<file path="src/rtl/spi_master_if.sv">
// spi_master_if -- host-side handshake bundle for spi_master.
//   start   : one-cycle request to send dat_in
//   last    : sampled with start; 1 closes the burst after this byte
//   dat_in  : byte to transmit, sampled with start
//   dat_out : byte received in the most recent transfer
//   busy    : transfer or guard in progress (start ignored)
//   done    : one-cycle pulse, dat_out valid from this cycle
// Modports: master = host side, slave = spi_master side.
interface spi_master_if;
  logic       start;
  logic       last;
  logic [7:0] dat_in;
  logic [7:0] dat_out;
  logic       busy;
  logic       done;

  modport master (output start, last, dat_in, input dat_out, busy, done);
  modport slave  (input start, last, dat_in, output dat_out, busy, done);
endinterface

</file>
<file path="src/rtl/spi_master.sv">
// spi_master -- single-byte SPI mode 0 master with burst (held-select) support.
// Ports:
//   clk, rst            : clock, synchronous active-high reset
//   bus (slave modport) : start/last/dat_in in, dat_out/busy/done out
//   spi_sck/mosi/ss     : SPI outputs (ss active low), spi_miso input
// Parameter CLK_DIV: clk cycles per SCK half-period (0 is treated as 1).
// Build option SPI_MST_LSB_FIRST_EN: when defined, bits go out and are
// assembled LSB first; otherwise MSB first. Timing is identical either way.
module spi_master #(
  parameter int CLK_DIV = 4
) (
  input  logic         clk,
  input  logic         rst,
  spi_master_if.slave  bus,
  output logic         spi_sck,
  output logic         spi_mosi,
  input  logic         spi_miso,
  output logic         spi_ss
);

  localparam int         DIV_I  = (CLK_DIV < 1) ? 1 : CLK_DIV;
  localparam logic [7:0] DIV_M1 = 8'(DIV_I - 1);

  typedef enum logic [2:0] {S_IDLE, S_HOLD, S_LEAD, S_HIGH, S_DONE, S_GUARD} state_t;

  state_t     state_q, state_d;
  logic [7:0] cnt_q, cnt_d;
  logic [2:0] bit_q, bit_d;     // bits still to send after the current one
  logic [7:0] tx_q, tx_d;
  logic [7:0] rx_q, rx_d;
  logic [7:0] dat_q, dat_d;
  logic       last_q, last_d;
  logic       sck_q, sck_d;
  logic       mosi_q, mosi_d;
  logic       ss_q, ss_d;
  logic       ph_end;
  logic       busy, done;

  assign ph_end = (cnt_q == DIV_M1);

  // State register plus datapath flops
  always_ff @(posedge clk) begin
    if (rst) begin
      state_q <= S_IDLE;
      cnt_q   <= '0;
      bit_q   <= '0;
      tx_q    <= '0;
      rx_q    <= '0;
      dat_q   <= '0;
      last_q  <= 1'b0;
      sck_q   <= 1'b0;
      mosi_q  <= 1'b0;
      ss_q    <= 1'b1;
    end else begin
      state_q <= state_d;
      cnt_q   <= cnt_d;
      bit_q   <= bit_d;
      tx_q    <= tx_d;
      rx_q    <= rx_d;
      dat_q   <= dat_d;
      last_q  <= last_d;
      sck_q   <= sck_d;
      mosi_q  <= mosi_d;
      ss_q    <= ss_d;
    end
  end

  // Next-state logic
  always_comb begin
    state_d = state_q;
    unique case (state_q)
      S_IDLE, S_HOLD: if (bus.start) state_d = S_LEAD;
      S_LEAD:         if (ph_end) state_d = S_HIGH;
      S_HIGH:         if (ph_end) state_d = (bit_q == 3'd0) ? S_DONE : S_LEAD;
      S_DONE:         state_d = last_q ? S_GUARD : S_HOLD;
      S_GUARD:        if (ph_end) state_d = S_IDLE;
      default:        state_d = S_IDLE;
    endcase
  end

  // Datapath: counter, shift registers and registered SPI pins
  always_comb begin
    cnt_d  = cnt_q;
    bit_d  = bit_q;
    tx_d   = tx_q;
    rx_d   = rx_q;
    dat_d  = dat_q;
    last_d = last_q;
    sck_d  = sck_q;
    mosi_d = mosi_q;
    ss_d   = ss_q;
    unique case (state_q)
      S_IDLE, S_HOLD: begin
        if (bus.start) begin
          tx_d   = bus.dat_in;
          last_d = bus.last;
          ss_d   = 1'b0;
          cnt_d  = '0;
          bit_d  = 3'd7;
          sck_d  = 1'b0;
`ifdef SPI_MST_LSB_FIRST_EN
          mosi_d = bus.dat_in[0];
`else
          mosi_d = bus.dat_in[7];
`endif
        end
      end
      S_LEAD: begin
        if (ph_end) begin
          cnt_d = '0;
          sck_d = 1'b1;
`ifdef SPI_MST_LSB_FIRST_EN
          rx_d  = {spi_miso, rx_q[7:1]};
`else
          rx_d  = {rx_q[6:0], spi_miso};
`endif
        end else begin
          cnt_d = cnt_q + 8'd1;
        end
      end
      S_HIGH: begin
        if (ph_end) begin
          cnt_d = '0;
          sck_d = 1'b0;
          if (bit_q != 3'd0) begin
            bit_d = bit_q - 3'd1;
`ifdef SPI_MST_LSB_FIRST_EN
            tx_d   = {1'b0, tx_q[7:1]};
            mosi_d = tx_q[1];
`else
            tx_d   = {tx_q[6:0], 1'b0};
            mosi_d = tx_q[6];
`endif
          end else begin
            // Final falling edge: park mosi low and publish the byte so
            // dat_out is already valid in the done cycle.
            mosi_d = 1'b0;
            dat_d  = rx_q;
          end
        end else begin
          cnt_d = cnt_q + 8'd1;
        end
      end
      S_DONE: begin
        cnt_d = '0;
        if (last_q) ss_d = 1'b1;
      end
      S_GUARD: begin
        cnt_d = ph_end ? 8'd0 : cnt_q + 8'd1;
      end
      default: ;
    endcase
  end

  // Outputs decoded from state
  always_comb begin
    busy = 1'b0;
    done = 1'b0;
    unique case (state_q)
      S_LEAD, S_HIGH, S_GUARD: busy = 1'b1;
      S_DONE: begin
        busy = 1'b1;
        done = 1'b1;
      end
      default: ;
    endcase
  end

  assign bus.busy    = busy;
  assign bus.done    = done;
  assign bus.dat_out = dat_q;
  assign spi_sck     = sck_q;
  assign spi_mosi    = mosi_q;
  assign spi_ss      = ss_q;

endmodule

</file>
<file path="src/flat_wrapper.sv">
// flat-port wrapper written by rule: the top's interface ports become plain ports
module spi_master_flat 
#(
  parameter int CLK_DIV = 4
)
  (clk, rst, spi_sck, spi_mosi, spi_miso, spi_ss, bus_start, bus_last, bus_dat_in, bus_dat_out, bus_busy, bus_done);
  spi_master_if bus_i ();
  input  logic clk;
  input  logic rst;
  output logic spi_sck;
  output logic spi_mosi;
  input  logic spi_miso;
  output logic spi_ss;
  input wire logic [$bits(bus_i.start)-1:0] bus_start;
  input wire logic [$bits(bus_i.last)-1:0] bus_last;
  input wire logic [$bits(bus_i.dat_in)-1:0] bus_dat_in;
  output wire logic [$bits(bus_i.dat_out)-1:0] bus_dat_out;
  output wire logic [$bits(bus_i.busy)-1:0] bus_busy;
  output wire logic [$bits(bus_i.done)-1:0] bus_done;
  assign bus_i.start = bus_start;
  assign bus_i.last = bus_last;
  assign bus_i.dat_in = bus_dat_in;
  assign bus_dat_out = bus_i.dat_out;
  assign bus_busy = bus_i.busy;
  assign bus_done = bus_i.done;
  spi_master #(.CLK_DIV(CLK_DIV)) u_core (.clk(clk), .rst(rst), .bus(bus_i), .spi_sck(spi_sck), .spi_mosi(spi_mosi), .spi_miso(spi_miso), .spi_ss(spi_ss));
endmodule
</file>
<file path="config.mk">
export PLATFORM = sky130hd
export DESIGN_NAME = spi_master_flat
export DESIGN_NICKNAME = d
export VERILOG_FILES = /design/src/rtl/spi_master_if.sv /design/src/rtl/spi_master.sv /design/src/flat_wrapper.sv
export SDC_FILE = /design/constraint.sdc
export NUM_CORES = 1
export LEC_CHECK = 0
export ABC_CLOCK_PERIOD_IN_PS = 2800
export CORE_UTILIZATION = 50
export CTS_CLUSTER_DIAMETER = 50
export DETAILED_ROUTE_END_ITERATION = 7
export PLACE_DENSITY_LB_ADDON = 0.08
export SYNTH_ARGS = -nofsm -noshare
export SYNTH_HDL_FRONTEND = slang
export SYNTH_SLANG_ARGS = --single-unit
</file>
<file path="constraint.sdc">
create_clock -name clk -period 2.8 [get_ports clk]
set_input_delay 0.56 -clock clk [delete_from_list [all_inputs] [get_ports clk]]
set_output_delay 0.56 -clock clk [all_outputs]
set_load 0.02 [all_outputs]
</file>
==> impl_results.md <==
- Final-report max-slew violation count: 0
- CTS resizes: 0
- Clock buffer depth: 2
- Tot Pwr: 1330 uW
- CTS clk-pin slew, worst paths: 0.08 ns
- GRT Residual Overflow: 0
- Overall Global Routing Usage: 20.7%
- Share of layout cells above drive strength 1: 7.42%
- Synth Cell Area: 1860 sq um
- Post-synth top flop: dfxtp_1
- Max VDD drop: 0.373 mV
- CTS Sinks: 41
- Final setup viols: 0
- Vias in the first global route: 1501
- Final hold viol count: 0
- Sequential-to-total area share from yosys stat: 44.2%
- RSZ-0062 raised after global routing: no
- Critical path class: flop to primary output
- Port Buffers: 25
- Clk_lat worst skew: 0.29 ns
- Multiplexer share of the synthesized area: 9.16%
- Syn nets: 221
- Async SR Flop Fraction: 0%
- Global-route wire length before repair: 6.49 mm
- DP HPWL: 2.72 mm
- Crit path max fanout: 12
- Vias per inst: 5.69
- Boundary pin count: 26
- Final worst slack: 0.497 ns
- Post-synth EDFFs: 0
- CTS Root Cell: clkbuf_8
- Unique masters post-synth: 40
- Area leader, netlist: dfxtp_1
- Post-synthesis xor/xnor area fraction: 3.30%
- Worst Path Required: 2.24 ns
- Synth top area cells: dfxtp_1 (44%), mux2i_1 (9.2%), nor2_1 (6.3%)
- Final critical-path required period: 2.30 ns
- Die Ht: 63.0 microns
- Pre-antenna DRT Iters: 4
- Worst hold slack: 0.467 ns
- Initial antenna violation count: 0
- Drt initial violations: 132
- # rows: 21
- Tightest Hold Check Type: flop to flop
- Initial Utilization: 54.0%
- Share of the synthesized area in the top cell type: 44.2%
- CTS H-tree depth: 2
- Clock tree from TritonCTS: done
- Post-Synth Adder-Cell Area: 2.02%
- Max-slew headroom: 49.0%
- Chip Width: 63.0 microns
- Leakage: 0.000967 uW
- Yosys warnings: 0
- Syn avg cell area: 9.06 sq um
- Worst Setup End Kind: primary output
- CTS Buf Count: 5
- Die ar.: 3960 sq um
- Flops & latches, synth: 41
- Fin cells: 275
- Pwr/cell area: 585 nW/um^2
- Outcome: completed
- Pre-CTS setup slack: 0.478 ns
- Largest net degree at the start of global routing: 23
- Routed length per instance: 14.1 microns
- Final period util: 82.3%
- Fmax: 434 MHz
- Layout Nets: 244
- Post-route ant nets: 0
- Simple-Gate Fraction of Synth Area: 23.6%
- Core Area: 3440 sq um
- Total of max-cap violations: 0
- Area grow syn2layout: 22.0%
- Compound-Gate Fraction of Synth Area: 14.1%
- Clk_skew: 0.00350 ns
- Routability congestion estimate: 0.848
- Antenna Cells: 0
- Most frequent cells in the layout: dfxtp_1 (41), nor2_1 (31), clkdlybuf4s50_1 (25), nand2_1 (21), mux2i_1 (17)
- Slew @ Worst Pin: 0.763 ns
- Total vias in the final route: 1566
- Setup TNS: 0 ns
- Drc violations: 0
- CTS Hold Bufs: 0
- Commonest non-fill, non-tap cell in the layout: dfxtp_1
- Combinational family with the most area after synthesis: simple AND/OR/NAND/NOR gates
- WL final: 3.89 mm
- Setup bufs post-CTS: 0
- Gate Count Post-Synth: 205
- Crit path arrival time: 1.74 ns
- Crit path launch type: flop
- # placed instances: 267
power breakdown:
group	internal, uW	total [uW]	switching (uW)	leakage, uW
registers	607	630	22.6	0.000334
logic	64.6	146	81.7	0.000565
clock network	354	550	196	0.0000681
critical path, stage by stage, from the launching register on:
cell and delay [ns]:
dfxtp_1 0.53, nor3b_1 0.28, clkdlybuf4s50_1 0.64
cells by family after synthesis:
family          Yosys count
compound gates           35
flops                    41
simple gates             87
mux                      17
fa+ha+maj                 3
buf+inv                  15
xor+xnor                  7
cell usage after synthesis (all sizes together), types with 2 or more instances:
cell type / n
dfxtp: 41
nor2: 31
nand2: 21
mux2i: 17
a311oi: 12
a21oi: 11
clkbuf: 9
xor2: 7
nand3: 4
nand4: 4
buf: 3
ha: 3
inv: 3
nand2b: 3
nand3b: 3
nor3: 3
or3: 3
a22oi: 2
a31oi: 2
and2: 2
and4: 2
nor3b: 2
o21ai: 2
flip-flops by register name, summed over array words and instances (netlist names):
name,count
u_core.rx_q,8
u_core.spi_mosi,1
u_core.bit_q,3
u_core.state_q,3
u_core.spi_sck,1
u_core.cnt_q,8
u_core.spi_ss,1
u_core.bus.dat_out,8
u_core.tx_q,7
u_core.last_q,1
stage by stage:
| step | utilization, % | instance area [sq um] |
|---|---|---|
| 3_3_place_gp | 62.0 | 2130 |
| 2_1_floorplan | - | 1860 |
| 3_5_place_dp | 62.0 | 2130 |
| 6_report | 65.9 | 2270 |
| 5_1_grt | 65.9 | 2270 |
| 4_1_cts | 65.9 | 2270 |
path summary, 6_finish.rpt:
kind | from | end | slack [ns] | cells after the start
min | u_core.last_q | u_core.last_q | 0.47 | 2
min reg2reg | u_core.last_q | u_core.last_q | 0.47 | 2
max reg2reg | u_core.cnt_q[0] | u_core.bit_q[0] | 0.53 | 5
max | u_core.state_q[2] | bus_done | 0.50 | 2
routing by layer:
metal | global-route usage (%) | up-vias | wire length (microns)
met4 | 10.2 | 0 | 38
met1 | 24.2 | 738 | 1700
met2 | 35.3 | 46 | 1960
met5 | 0 | - | 0
li1 | - | 778 | -
met3 | 4.38 | 4 | 196
area by class of cell:
cell class,count,area (sq um)
multi-input combinational,149,971
clock inverter,3,65.1
tap,46,57.6
timing repair buffer,28,273
inverter,3,11.3
sequential,41,821
clock buffer,5,68.8
fill,285,1170
Power figures use the tool's default switching activity.
==> RTL change 1 (same settings) <==
The option `SPI_MST_LSB_FIRST_EN` is turned on by a define.
--- a/src/rtl/spi_master.sv
+++ b/src/rtl/spi_master.sv
@@ -8,2 +8,4 @@
 // assembled LSB first; otherwise MSB first. Timing is identical either way.
+`define SPI_MST_LSB_FIRST_EN
+
 module spi_master #(
Check against the original RTL: not equivalent (a bounded check fails within 4 cycles, from zero or initial values and one cycle with rst high).
==> RTL change 1 against the original RTL <==
Sequential power is 0.8% higher. Clock power down 32%. Synthesized area grew 9.5%. Sequential cell count unchanged. Design area up 5.2%. Critical path depth is the same. Total power is 7.7% lower. Setup slack worse by 0.25 ns. Routed wire length rose by 16%. Combinational power up 47%. Critical path type unchanged. Critical endpoint unchanged. Largest cell class unchanged. Highest routed layer unchanged.
==> RTL change 1: results <==
export IMPL_grt_pass1_wl_um=7659
export IMPL_period_minus_slack_ns=2.556
export IMPL_cts_buffers=5
export IMPL_synth_common_cells="dfxtp_1 (41), nor2_1 (27), mux2i_1 (17)"
export IMPL_drt_iter0_drc=86
export IMPL_dp_worst_setup_slack_ns=0.4991
export IMPL_tightest_slew_ns=0.6259
export IMPL_final_layout_size_suffix_gt1_frac=0.09274
export IMPL_leakagePower_nw=0.9672
export IMPL_r2r_end="u_core.cnt_q[4]"
export IMPL_grt_use_total=0.2306
export IMPL_synth_area_leaders="dfxtp_1 (40%), mux2i_1 (8.4%), nor2_1 (5.0%)"
export IMPL_r2r_setup_slack_ns=0.49
export IMPL_routabilityCongestion=0.7718
export IMPL_critical_path_max_stage_delay_ns=0.70
export IMPL_vdd_drop_max_mv=0.3481
export IMPL_hpwl_um=3179
export IMPL_yosysSeqAreaShare=0.4034
export IMPL_yosys_cell_types_count=47
export IMPL_synth_compound_area_frac=0.1550
export IMPL_fin_worst_skew_ns=0.009214
export IMPL_stdcell_area_sq_um=2386
export IMPL_reg2reg_from="u_core.state_q[1]"
export IMPL_grt_max_degree=20
export IMPL_yosys_area_share_adder=0.03075
export IMPL_synthXorXnorAreaFrac=0.03014
export IMPL_dr_pass1_iters=4
export IMPL_synth_fp_nets=244
export IMPL_nets=265
export IMPL_status="finished, final reports clean"
export IMPL_vias_per_cell=5.770
export IMPL_rr_worst_depth=7
export IMPL_placed_area_sq_um=2300
export IMPL_power_switching_w=0.0003496
RTL change 1: cell types whose count changed after synthesis, sizes merged, moves of 4 or more:
cell,unedited run,this run
buf,3,9
nand2,21,8
a311oi,12,0
xor2,7,0
o21ai,2,7
a21oi,11,15
nor3,3,7
a211oi,0,6
inv,3,15
xnor2,0,7
nor2,31,27
nor4b,1,5
RTL change 1: area by class of cell:
cell class	instances	area share
well taps	48	0.02517
repair buffers	31	0.1238
clock inverters	3	0.007341
flip-flops and latches	41	0.3440
inverters	15	0.02360
multi-input cells	153	0.4473
clock buffers	5	0.02884
RTL change 1: worst min-delay path by stage:
| stage | endpoint | start | slack (ns) | cells after the start |
|---|---|---|---|---|
| floorplan | u_core.tx_q[5] | u_core.tx_q[5] | 0.43 | 2 |
| global placement | u_core.tx_q[5] | u_core.tx_q[5] | 0.44 | 2 |
| detailed placement | u_core.tx_q[5] | u_core.tx_q[5] | 0.45 | 2 |
| CTS | u_core.tx_q[5] | u_core.tx_q[5] | 0.46 | 2 |
| global route | u_core.tx_q[1] | u_core.tx_q[1] | 0.49 | 2 |
| finish | u_core.tx_q[5] | u_core.tx_q[5] | 0.46 | 2 |
RTL change 1: tightest hold or removal path: stages (launching register included):
cell and delay, ns:
dfxtp_1 0.31, inv_1 0.05, a211oi_1 0.05
RTL change 1: power by group through the flow:
stage | registers (W) | logic [W] | clock network [W]
finish | 0.000635 | 0.000214 | 0.000375
global route | 0.000640 | 0.000234 | 0.000401
CTS | 0.000635 | 0.000212 | 0.000387
detailed placement | 0.000649 | 0.000210 | 0
global placement | 0.000647 | 0.000206 | 0
floorplan | 0.000642 | 0.000157 | 0
RTL change 1: kinds of logic after synthesis:
logic type	Yosys count
DFF	41
muxes	18
adders and majority gates	5
xor gates and xnor gates	7
and+or+nand+nor	77
AOI/OAI and AO/OA	46
buffers and inverters	32
RTL change 1: routing by layer:
layer  track usage  share of wire
met4       0.08152          0.012
met1        0.3017           0.47
met3       0.03793          0.048
met5             0              0
met2        0.3801           0.47
RTL change 1: per-stage QoR:
step	total power (W)	utilization	cells	hold WS, ns
after CTS	0.001234	0.6327	296	0.4628
after global placement	0.0008531	0.6098	288	0.4420
final	0.001224	0.6327	296	0.4645
after detailed placement	0.0008586	0.6098	288	0.4496
after floorplan	0.0007988	-	226	0.4306
after global routing	0.001275	0.6327	296	0.4869
==> RTL change 2 (same settings) <==
Without the edit above. Re-encode `state_t` (6 states) as one-hot, 6 bits wide.
--- a/src/rtl/spi_master.sv
+++ b/src/rtl/spi_master.sv
@@ -23,3 +23,3 @@
 
-  typedef enum logic [2:0] {S_IDLE, S_HOLD, S_LEAD, S_HIGH, S_DONE, S_GUARD} state_t;
+  typedef enum logic [5:0] {S_IDLE = 6'b000001, S_HOLD = 6'b000010, S_LEAD = 6'b000100, S_HIGH = 6'b001000, S_DONE = 6'b010000, S_GUARD = 6'b100000} state_t;
 
Formal check against the unedited RTL: no difference found for any inputs over 10 cycles, from zero or initial values and one cycle with rst high; not proved beyond that.
==> RTL change 2 against the original RTL <==
Sequential cell count rose by 3. Via count rose by 10%. Hold slack improved by 0.013 ns. Synthesized area rose by 10%. Die area rose by 9.8%. Setup slack got worse by 0.40 ns. Routed wire length rose by 14%. Design area rose by 7.3%. Count of clock-buffer cells in the layout did not move.
Power is not compared: it rests on default switching activity, and its combinational part moved more than twofold at a synthesized area within 25%.
==> RTL change 2: results <==
export IMPL_hold_class="flip-flop to flip-flop"
export IMPL_antenna_found_initial=0
export IMPL_synth_common_cells="dfxtp_1 (44), nor2_1 (41), mux2i_1 (23)"
export IMPL_status="finished, final reports clean"
export IMPL_met1_usage=0.2631
export IMPL_power_top_group="registers"
export IMPL_tightest_slew_ns=0.7006
export IMPL_hold_viol=0
export IMPL_grt_pass1_vias=1753
export IMPL_topRoutingLayerUsed="met4"
export IMPL_postCtsResizedCells=0
export IMPL_wl_um=4422
export IMPL_netlist_instances=224
export IMPL_fin_worst_skew_ns=0.006281
export IMPL_h_tree_depth=2
export IMPL_nets=262
export IMPL_synth_fp_nets=240
export IMPL_clk_pin_slew_ns=0.08
export IMPL_clock_latency_ns=0.29
export IMPL_met3_usage=0.04655
export IMPL_post_synth_top_area_fraction=0.4303
export IMPL_yosysSeqAreaShare=0.4303
export IMPL_place_inst=287
export IMPL_wl_met3_um=182
export IMPL_final_layout_size_suffix_gt1_frac=0.07287
export IMPL_routabilityCongestion=0.8506
export IMPL_cts_max_path_buffers=2
export IMPL_drt_iter0_drc=148
export IMPL_yosys_cell_types_count=44
export IMPL_synth_area_leaders="dfxtp_1 (43%), mux2i_1 (11%), nor2_1 (7.5%)"
export IMPL_hpwl_um=3177
export IMPL_vias_per_cell=5.844
export IMPL_dp_worst_setup_slack_ns=0.3916
export IMPL_cts_buffers=5
export IMPL_p_clk_frac=0.259
export IMPL_grt_max_degree=18
export IMPL_grt_use_total=0.2290
export IMPL_n_antenna_cell=0
export IMPL_grtUsageMet2=0.4133
export IMPL_wl_met2_um=2244
export IMPL_drt_wirelength_per_cell_um=14.99
export IMPL_clock_power_w=0.000496
export IMPL_worst_path_max_fanout=12
export IMPL_met1_length_um=1934
export IMPL_grt_pass1_wl_um=7734
export IMPL_cell_internal_pwr_w=0.001247
export IMPL_arrival_ns=2.15
export IMPL_async_flop_share=0
[RTL change 2: cell type report]
| cell class | instances | area [sq um] |
|---|---|---|
| Fill cell | 326 | 1365 |
| Multi-Input combinational cell | 164 | 1090 |
| Sequential cell | 44 | 880.8 |
| Timing Repair Buffer | 29 | 280.3 |
| Clock buffer | 5 | 68.82 |
| Tap cell | 48 | 60.06 |
| Clock inverter | 3 | 46.29 |
| Inverter | 2 | 7.507 |
[RTL change 2: cells by family after synthesis]
kind of cell | count (synthesis) | share of synthesized area
AO/OA/AOI/OAI | 44 | 0.1571
buffers and inverters | 16 | 0.03728
adder cells (fa/ha/maj) | 3 | 0.01834
AND/OR/NAND/NOR | 90 | 0.2274
XOR/XNOR | 4 | 0.01712
multiplexers | 23 | 0.1125
flip-flops | 44 | 0.4303
[RTL change 2: worst paths after layout]
| kind | startpoint | to | slack, ns | depth (start not counted) |
|---|---|---|---|---|
| max | u_core.state_q[2] | bus_busy | 0.09 | 4 |
| max reg2reg | u_core.cnt_q[0] | u_core.bit_q[2] | 0.42 | 6 |
| min | u_core.bit_q[0] | u_core.bit_q[0] | 0.48 | 1 |
| min reg2reg | u_core.bit_q[0] | u_core.bit_q[0] | 0.48 | 1 |
[RTL change 2: metrics by stage]
step,hold slack (ns),cell area [sq um],util
finish,0.4806,2434,0.6406
global placement,0.4509,2318,0.6103
global route,0.5302,2434,0.6406
detailed placement,0.4642,2318,0.6103
CTS,0.4776,2434,0.6406
floorplan,0.4367,2047,-
[RTL change 2: critical path: stages (launching register included)]
cell and delay [ns]:
dfxtp_1 0.60, nor2_1 0.19, a221o_1 0.37, and2_1 0.17, clkdlybuf4s50_1 0.53
